--- src/rtl/pipe_hazard_ctrl_if.sv ---
// Pipeline <-> hazard controller signal bundle: stage register fields in,
// pipeline-register enables / bubble controls / forwarding selects out.
interface pipe_hazard_ctrl_if #(
    parameter int unsigned CNT_W = 16
);
    logic [4:0]       id_rs;
    logic [4:0]       id_rt;
    logic             id_use_rs;
    logic             id_use_rt;
    logic [4:0]       ex_rs;
    logic [4:0]       ex_rt;
    logic [4:0]       ex_rd;
    logic             ex_regwrite;
    logic             ex_memread;
    logic [4:0]       mem_rd;
    logic             mem_regwrite;
    logic [4:0]       wb_rd;
    logic             wb_regwrite;
    logic             mem_req;
    logic             dmem_ack;
    logic             br_taken;

    logic             pc_en;
    logic             ifid_en;
    logic             idex_en;
    logic             exmem_en;
    logic             ifid_flush;
    logic             idex_flush;
    logic             memwb_flush;
    logic [1:0]       fwd_a;
    logic [1:0]       fwd_b;
    logic [CNT_W-1:0] stall_cnt;
    logic             halted;
    logic [1:0]       state;

    // pipeline datapath side
    modport master (
        output id_rs, id_rt, id_use_rs, id_use_rt,
        output ex_rs, ex_rt, ex_rd, ex_regwrite, ex_memread,
        output mem_rd, mem_regwrite, wb_rd, wb_regwrite,
        output mem_req, dmem_ack, br_taken,
        input  pc_en, ifid_en, idex_en, exmem_en,
        input  ifid_flush, idex_flush, memwb_flush,
        input  fwd_a, fwd_b, stall_cnt, halted, state
    );

    // hazard controller side
    modport slave (
        input  id_rs, id_rt, id_use_rs, id_use_rt,
        input  ex_rs, ex_rt, ex_rd, ex_regwrite, ex_memread,
        input  mem_rd, mem_regwrite, wb_rd, wb_regwrite,
        input  mem_req, dmem_ack, br_taken,
        output pc_en, ifid_en, idex_en, exmem_en,
        output ifid_flush, idex_flush, memwb_flush,
        output fwd_a, fwd_b, stall_cnt, halted, state
    );
endinterface

--- src/rtl/pipe_hazard_ctrl.sv ---
// 5-stage pipeline hazard controller: memory freeze/timeout FSM, branch flush,
// data stalls and stall-cycle counter. Define FORWARD_EN to enable ALU forwarding.
module pipe_hazard_ctrl #(
    parameter int unsigned CNT_W       = 16,
    parameter int unsigned MEM_TIMEOUT = 15
) (
    input logic               clk,
    input logic               rst,
    pipe_hazard_ctrl_if.slave bus
);
    localparam int unsigned WAIT_W = (MEM_TIMEOUT > 1) ? $clog2(MEM_TIMEOUT) : 1;
    localparam logic [WAIT_W-1:0] WAIT_LAST = WAIT_W'(MEM_TIMEOUT - 1);

    typedef enum logic [1:0] {
        ST_RUN      = 2'b00,
        ST_MEM_WAIT = 2'b01,
        ST_HALT     = 2'b10
    } state_e;

    state_e            state_q, state_d;
    logic [WAIT_W-1:0] wait_q, wait_d;
    logic [CNT_W-1:0]  stall_q, stall_d;

    logic       ex_hit_c, data_stall_c, freeze_c;
    logic       pc_en_c, ifid_en_c, idex_en_c, exmem_en_c;
    logic       ifid_flush_c, idex_flush_c, memwb_flush_c;
    logic [1:0] fwd_a_c, fwd_b_c;

    // R0 is hardwired, so a write to it never creates a dependency
    function automatic logic reg_match(input logic wr, input logic [4:0] rd,
                                       input logic [4:0] src);
        return wr && (rd != 5'd0) && (rd == src);
    endfunction

`ifdef FORWARD_EN
    function automatic logic [1:0] fwd_sel(input logic [4:0] src);
        if (reg_match(bus.mem_regwrite, bus.mem_rd, src)) return 2'b10;
        if (reg_match(bus.wb_regwrite, bus.wb_rd, src))   return 2'b01;
        return 2'b00;
    endfunction
`endif

    // data dependency detection; WB producers are covered by write-before-read
    always_comb begin
        ex_hit_c = (bus.id_use_rs && reg_match(bus.ex_regwrite, bus.ex_rd, bus.id_rs)) ||
                   (bus.id_use_rt && reg_match(bus.ex_regwrite, bus.ex_rd, bus.id_rt));
`ifdef FORWARD_EN
        data_stall_c = bus.ex_memread && ex_hit_c;
        fwd_a_c      = fwd_sel(bus.ex_rs);
        fwd_b_c      = fwd_sel(bus.ex_rt);
`else
        data_stall_c = ex_hit_c ||
            (bus.id_use_rs && reg_match(bus.mem_regwrite, bus.mem_rd, bus.id_rs)) ||
            (bus.id_use_rt && reg_match(bus.mem_regwrite, bus.mem_rd, bus.id_rt));
        fwd_a_c      = 2'b00;
        fwd_b_c      = 2'b00;
`endif
        if (!rst) begin
            fwd_a_c = 2'b00;
            fwd_b_c = 2'b00;
        end
    end

    always_ff @(posedge clk or negedge rst) begin
        if (!rst) begin
            state_q <= ST_RUN;
            wait_q  <= '0;
            stall_q <= '0;
        end else begin
            state_q <= state_d;
            wait_q  <= wait_d;
            stall_q <= stall_d;
        end
    end

    // next state and pipeline controls: HALT > freeze > branch > data stall
    always_comb begin
        state_d       = state_q;
        wait_d        = wait_q;
        stall_d       = stall_q;
        freeze_c      = 1'b0;
        pc_en_c       = 1'b0;
        ifid_en_c     = 1'b0;
        idex_en_c     = 1'b0;
        exmem_en_c    = 1'b0;
        ifid_flush_c  = 1'b0;
        idex_flush_c  = 1'b0;
        memwb_flush_c = 1'b0;

        unique case (state_q)
            ST_RUN, ST_MEM_WAIT: begin
                freeze_c = (state_q == ST_RUN) ? (bus.mem_req && !bus.dmem_ack)
                                               : !bus.dmem_ack;
                if (freeze_c) begin
                    memwb_flush_c = 1'b1;
                    if (state_q == ST_RUN) begin
                        state_d = ST_MEM_WAIT;
                        wait_d  = '0;
                    end else if (wait_q == WAIT_LAST) begin
                        state_d = ST_HALT;
                    end else begin
                        wait_d = wait_q + WAIT_W'(1);
                    end
                end else begin
                    state_d    = ST_RUN;
                    pc_en_c    = 1'b1;
                    ifid_en_c  = 1'b1;
                    idex_en_c  = 1'b1;
                    exmem_en_c = 1'b1;
                    if (bus.br_taken) begin
                        ifid_flush_c = 1'b1;
                        idex_flush_c = 1'b1;
                    end else if (data_stall_c) begin
                        pc_en_c      = 1'b0;
                        ifid_en_c    = 1'b0;
                        idex_flush_c = 1'b1;
                    end
                end
                if (!pc_en_c && (stall_q != '1)) begin
                    stall_d = stall_q + CNT_W'(1);
                end
            end
            ST_HALT: ;
            default: state_d = ST_RUN;
        endcase

        if (!rst) begin
            pc_en_c       = 1'b0;
            ifid_en_c     = 1'b0;
            idex_en_c     = 1'b0;
            exmem_en_c    = 1'b0;
            ifid_flush_c  = 1'b0;
            idex_flush_c  = 1'b0;
            memwb_flush_c = 1'b0;
        end
    end

    assign bus.pc_en       = pc_en_c;
    assign bus.ifid_en     = ifid_en_c;
    assign bus.idex_en     = idex_en_c;
    assign bus.exmem_en    = exmem_en_c;
    assign bus.ifid_flush  = ifid_flush_c;
    assign bus.idex_flush  = idex_flush_c;
    assign bus.memwb_flush = memwb_flush_c;
    assign bus.fwd_a       = fwd_a_c;
    assign bus.fwd_b       = fwd_b_c;
    assign bus.stall_cnt   = stall_q;
    assign bus.halted      = (state_q == ST_HALT);
    assign bus.state       = state_q;
endmodule

--- src/flat_wrapper.sv ---
// flat-port wrapper written by rule: the top's interface ports become plain ports
module pipe_hazard_ctrl_flat 
#(
    parameter int unsigned CNT_W       = 16,
    parameter int unsigned MEM_TIMEOUT = 15
)
  (clk, rst, bus_id_rs, bus_id_rt, bus_id_use_rs, bus_id_use_rt, bus_ex_rs, bus_ex_rt, bus_ex_rd, bus_ex_regwrite, bus_ex_memread, bus_mem_rd, bus_mem_regwrite, bus_wb_rd, bus_wb_regwrite, bus_mem_req, bus_dmem_ack, bus_br_taken, bus_pc_en, bus_ifid_en, bus_idex_en, bus_exmem_en, bus_ifid_flush, bus_idex_flush, bus_memwb_flush, bus_fwd_a, bus_fwd_b, bus_stall_cnt, bus_halted, bus_state);
  pipe_hazard_ctrl_if #(.CNT_W(CNT_W)) bus_i ();
  input logic clk;
  input logic rst;
  input wire logic [$bits(bus_i.id_rs)-1:0] bus_id_rs;
  input wire logic [$bits(bus_i.id_rt)-1:0] bus_id_rt;
  input wire logic [$bits(bus_i.id_use_rs)-1:0] bus_id_use_rs;
  input wire logic [$bits(bus_i.id_use_rt)-1:0] bus_id_use_rt;
  input wire logic [$bits(bus_i.ex_rs)-1:0] bus_ex_rs;
  input wire logic [$bits(bus_i.ex_rt)-1:0] bus_ex_rt;
  input wire logic [$bits(bus_i.ex_rd)-1:0] bus_ex_rd;
  input wire logic [$bits(bus_i.ex_regwrite)-1:0] bus_ex_regwrite;
  input wire logic [$bits(bus_i.ex_memread)-1:0] bus_ex_memread;
  input wire logic [$bits(bus_i.mem_rd)-1:0] bus_mem_rd;
  input wire logic [$bits(bus_i.mem_regwrite)-1:0] bus_mem_regwrite;
  input wire logic [$bits(bus_i.wb_rd)-1:0] bus_wb_rd;
  input wire logic [$bits(bus_i.wb_regwrite)-1:0] bus_wb_regwrite;
  input wire logic [$bits(bus_i.mem_req)-1:0] bus_mem_req;
  input wire logic [$bits(bus_i.dmem_ack)-1:0] bus_dmem_ack;
  input wire logic [$bits(bus_i.br_taken)-1:0] bus_br_taken;
  output wire logic [$bits(bus_i.pc_en)-1:0] bus_pc_en;
  output wire logic [$bits(bus_i.ifid_en)-1:0] bus_ifid_en;
  output wire logic [$bits(bus_i.idex_en)-1:0] bus_idex_en;
  output wire logic [$bits(bus_i.exmem_en)-1:0] bus_exmem_en;
  output wire logic [$bits(bus_i.ifid_flush)-1:0] bus_ifid_flush;
  output wire logic [$bits(bus_i.idex_flush)-1:0] bus_idex_flush;
  output wire logic [$bits(bus_i.memwb_flush)-1:0] bus_memwb_flush;
  output wire logic [$bits(bus_i.fwd_a)-1:0] bus_fwd_a;
  output wire logic [$bits(bus_i.fwd_b)-1:0] bus_fwd_b;
  output wire logic [$bits(bus_i.stall_cnt)-1:0] bus_stall_cnt;
  output wire logic [$bits(bus_i.halted)-1:0] bus_halted;
  output wire logic [$bits(bus_i.state)-1:0] bus_state;
  assign bus_i.id_rs = bus_id_rs;
  assign bus_i.id_rt = bus_id_rt;
  assign bus_i.id_use_rs = bus_id_use_rs;
  assign bus_i.id_use_rt = bus_id_use_rt;
  assign bus_i.ex_rs = bus_ex_rs;
  assign bus_i.ex_rt = bus_ex_rt;
  assign bus_i.ex_rd = bus_ex_rd;
  assign bus_i.ex_regwrite = bus_ex_regwrite;
  assign bus_i.ex_memread = bus_ex_memread;
  assign bus_i.mem_rd = bus_mem_rd;
  assign bus_i.mem_regwrite = bus_mem_regwrite;
  assign bus_i.wb_rd = bus_wb_rd;
  assign bus_i.wb_regwrite = bus_wb_regwrite;
  assign bus_i.mem_req = bus_mem_req;
  assign bus_i.dmem_ack = bus_dmem_ack;
  assign bus_i.br_taken = bus_br_taken;
  assign bus_pc_en = bus_i.pc_en;
  assign bus_ifid_en = bus_i.ifid_en;
  assign bus_idex_en = bus_i.idex_en;
  assign bus_exmem_en = bus_i.exmem_en;
  assign bus_ifid_flush = bus_i.ifid_flush;
  assign bus_idex_flush = bus_i.idex_flush;
  assign bus_memwb_flush = bus_i.memwb_flush;
  assign bus_fwd_a = bus_i.fwd_a;
  assign bus_fwd_b = bus_i.fwd_b;
  assign bus_stall_cnt = bus_i.stall_cnt;
  assign bus_halted = bus_i.halted;
  assign bus_state = bus_i.state;
  pipe_hazard_ctrl #(.CNT_W(CNT_W), .MEM_TIMEOUT(MEM_TIMEOUT)) u_core (.clk(clk), .rst(rst), .bus(bus_i));
endmodule
--- config.mk ---
export PLATFORM = sky130hd
export DESIGN_NAME = pipe_hazard_ctrl_flat
export DESIGN_NICKNAME = d
export VERILOG_FILES = /design/src/rtl/pipe_hazard_ctrl_if.sv /design/src/rtl/pipe_hazard_ctrl.sv /design/src/flat_wrapper.sv
export SDC_FILE = /design/constraint.sdc
export NUM_CORES = 1
export LEC_CHECK = 0
export CAP_MARGIN = 20
export CORE_MARGIN = 1.5
export CORE_UTILIZATION = 41
export DETAILED_ROUTE_END_ITERATION = 8
export PLACE_DENSITY = 0.87
export SETUP_SLACK_MARGIN = 0.5
export SLEW_MARGIN = 20
export SYNTH_ARGS = -nofsm -noshare
export SYNTH_HDL_FRONTEND = slang
export SYNTH_SLANG_ARGS = --single-unit
--- constraint.sdc ---
create_clock -name clk -period 4.4 [get_ports clk]
set_input_delay 0.88 -clock clk [delete_from_list [all_inputs] [get_ports clk]]
set_output_delay 0.88 -clock clk [all_outputs]
set_load 0.01 [all_outputs]
==> insert_results.sql <==
INSERT INTO impl_metrics (metric_group, metric, value, unit) VALUES
('power_and_ir_drop', 'ir_worst_vdd', '0.129', 'mV'),
('logic_synthesis', 'main_combinational_cell_family_by_area_after_synthesis', 'simple AND/OR/NAND/NOR gates', ''),
('logic_synthesis', 'synth_top_area_cell', 'sky130_fd_sc_hd__dfrtp_1', ''),
('logic_synthesis', 'yosys.area_share.adder', '2.51', '%'),
('setup_path', 'required', '3.52', 'ns'),
('logic_synthesis', 'syn-instance-count', '162', ''),
('sta', 'period_needed', '3.77', 'ns'),
('routing', 'num_vias', '1353', ''),
('setup_path', 'cp_cell_sequence', 'clkdlybuf4s50_1, or4_1, o21ai_2, o22ai_1, or2_1, o21a_1, dlygate4sd2_1', ''),
('layout', 'post-route-util', '61.8', '%'),
('layout', 'layout-drive-gt1-share', '9.13', '%'),
('setup_path', 'timing_worst_setup_path_type', 'input port to output port', ''),
('die', 'io-pin-count', '76', ''),
('global_routing', 'met1_resource_use_gr', '19.6', '%'),
('clock_network', 'cts-htree-levels', '1', ''),
('die', 'core-area', '3420', 'µm²'),
('power_and_ir_drop', 'leakage', '0.903', 'nW'),
('logic_synthesis', 'postSynthRegisterBits', '22', ''),
('die', 'chipWidth', '63.4', 'µm'),
('routing', 'ant_nets', '0', ''),
('logic_synthesis', 'unique_cell_type_count_in_the_yosys_netlist', '38', ''),
('global_routing', 'grt_pass1_wl', '5570', 'µm'),
('routing', 'dr.pass1.iters', '4', ''),
('hold_path', 'hp-class', 'register to register', ''),
('logic_synthesis', 'netlist_top_cells_count', 'sky130_fd_sc_hd__xor2_1 (26), sky130_fd_sc_hd__dfrtp_1 (22), sky130_fd_sc_hd__nor2_1 (14)', ''),
('routing', 'vias_per_cell', '5.11', ''),
('sta', 'slew-limit-headroom', '55.0', '%'),
('sta', 'period_share', '85.6', '%'),
('clock_network', 'post_cts_hold_buffer_count', '0', ''),
('routing', 'routedWlPerCell', '12.2', 'µm'),
('logic_synthesis', 'number_of_synthesized_flops_with_an_enable_pin', '0', ''),
('global_routing', 'grt_use_total', '17.3', '%'),
('sta', 'rsz_0062_raised_after_global_routing', 'no', ''),
('logic_synthesis', 'synth_xor_area_share', '20.5', '%'),
('clock_network', 'clock_tree_from_tritoncts', 'done', ''),
('logic_synthesis', 'synthesis.area_per_instance', '9.24', 'µm²'),
('global_routing', 'antenna_found_initial', '0', ''),
('setup_path', 'cp.arrival', '2.89', 'ns'),
('global_routing', 'gr-max-usage-layer', 'met2', ''),
('clock_network', 'path_clk_slew', '0.12', 'ns'),
('logic_synthesis', 'synth.yosys.warnings', '0', ''),
('sta', 'finalHoldViolations', '0', ''),
('status', 'outcome', 'finished clean', ''),
('sta', 'achievable-frequency', '265', 'MHz'),
('placed_design', 'port-buffer-count', '54', ''),
('layout', 'n_diodes', '0', ''),
('global_routing', 'grt_max_degree', '24', ''),
('logic_synthesis', 'muxShareOfSynthArea', '0.753', '%'),
('sta', 'setup_slack_of_the_critical_path_after_layout', '0.632', 'ns'),
('global_routing', 'grt_overflow_total', '0', ''),
('setup_path', 'critical_path.top_delay_family', 'simple AND/OR/NAND/NOR gates', ''),
('die', 'floorplan.rows', '21', ''),
('die', 'die_area', '4020', 'µm²'),
('global_routing', 'globalRouteMet3Util', '2.50', '%'),
('logic_synthesis', 'yosys-top-cells-area', 'sky130_fd_sc_hd__dfrtp_1 (37%), sky130_fd_sc_hd__xor2_1 (15%), sky130_fd_sc_hd__xnor2_1 (5.3%), sky130_fd_sc_hd__nand3_1 (3.7%), sky130_fd_sc_hd__nor2_1 (3.5%)', ''),
('routing', 'drcViolationCount', '0', ''),
('logic_synthesis', 'most_numerous_cell_in_the_yosys_netlist', 'sky130_fd_sc_hd__xor2_1', ''),
('clock_network', 'numCtsBuffers', '3', ''),
('setup_path', 'crit_buf_inv', '2', ''),
('logic_synthesis', 'share_of_the_synthesized_area_in_compound_gates_ao_oa_aoi_oai', '11.3', '%'),
('placed_design', 'dpl-instance-area', '2070', 'µm²'),
('logic_synthesis', 'synth_top_area_share', '36.8', '%'),
('setup_path', 'cp_max_fo', '3', ''),
('setup_path', 'timing.critical_path.slowest_stage_cell', 'sky130_fd_sc_hd__or4_1', ''),
('clock_network', 'tritoncts_num_sinks', '22', ''),
('setup_path', 'end_kind', 'output port', ''),
('logic_synthesis', 'synthesis.area', '1500', 'µm²'),
('logic_synthesis', 'synth_seq_area_share', '36.8', '%'),
('sta', 'slew_violations', '0', ''),
('sta', 'worst-slew-pin-transition', '0.674', 'ns'),
('global_routing', 'grt_use_met2', '32.1', '%');
placed cells by master (no fill, tap or decap), types with 3 or more instances in the layout:
cell                              instances
sky130_fd_sc_hd__nand3_1                 11
sky130_fd_sc_hd__dlygate4sd2_1            7
sky130_fd_sc_hd__clkbuf_4                 3
sky130_fd_sc_hd__conb_1                   4
sky130_fd_sc_hd__nor3_2                   4
sky130_fd_sc_hd__inv_1                    6
sky130_fd_sc_hd__clkdlybuf4s50_1         47
sky130_fd_sc_hd__o21ai_0                  6
sky130_fd_sc_hd__xor2_1                  26
sky130_fd_sc_hd__a21oi_1                  5
sky130_fd_sc_hd__nor4_1                   5
sky130_fd_sc_hd__ha_1                     3
sky130_fd_sc_hd__nor2_1                  14
sky130_fd_sc_hd__xnor2_1                  9
sky130_fd_sc_hd__dfrtp_1                 22
sky130_fd_sc_hd__nor3_1                   4
sky130_fd_sc_hd__buf_4                    5
sky130_fd_sc_hd__nand2_1                 10
timing repair:
item,CTS,global route
endpoints found under the setup margin,3,2
pin swaps,2,0
gates cloned,0,0
gates resized for setup,8,1
hold endpoints to repair,0,0
setup buffers,1,0
per-layer routing:
metal  vias to the layer above  wire [µm]  share of wire (%)
li1                        659          -                  -
met1                       638       1340                 41
met2                        51       1670                 52
met3                         5        181                5.6
met4                         0         48                1.5
met5                         -          0                  0
logic make-up after synthesis:
group,after synthesis
AO/OA/AOI/OAI,23
XOR/XNOR,35
adder cells (fa/ha/maj),3
buffers and inverters,15
flip-flops,22
multiplexers,1
other,1
AND/OR/NAND/NOR,62
where the power goes:
group          total [mW]  internal (mW)  switching, mW
combinational       0.235          0.136         0.0986
clock               0.110         0.0505         0.0596
sequential          0.293          0.242         0.0515
metrics by stage:
stage                     std cells  hold slack [ns]  total power [mW]
after detailed placement        260            0.485             0.536
after global placement          260            0.475             0.528
final                           265            0.496             0.638
after CTS                       265            0.502             0.641
after floorplan                 165            0.510             0.399
after global routing            265            0.540             0.681
state kept, by name (all words and copies together), names as in the netlist:
name / cells
u_core.bus.stall_cnt: 16
u_core.bus.state: 2
u_core.wait_q: 4
layout make-up:
class,instances,area [µm²]
Clock buffer,4,36.3
Fill cell,319,1310
Inverter,6,22.5
Multi-Input combinational cell,128,873
Sequential cell,22,551
Tap cell,46,57.6
Timing Repair Buffer,59,569
path summary, 6_finish.rpt:
check	start	to	slack (ns)	cells after the start
setup reg to reg	u_core.bus.stall_cnt[0]	u_core.bus.stall_cnt[1]	1.95	7
min in group asynchronous	rst	u_core.wait_q[3]	0.97	2
hold / removal	u_core.bus.stall_cnt[10]	u_core.bus.stall_cnt[10]	0.50	1
max in group asynchronous	rst	u_core.bus.stall_cnt[1]	3.21	2
setup / recovery	bus_ex_rd[1]	bus_idex_flush	0.63	7
hold reg to reg	u_core.bus.stall_cnt[10]	u_core.bus.stall_cnt[10]	0.50	1
(Power assumes the default switching activity.)
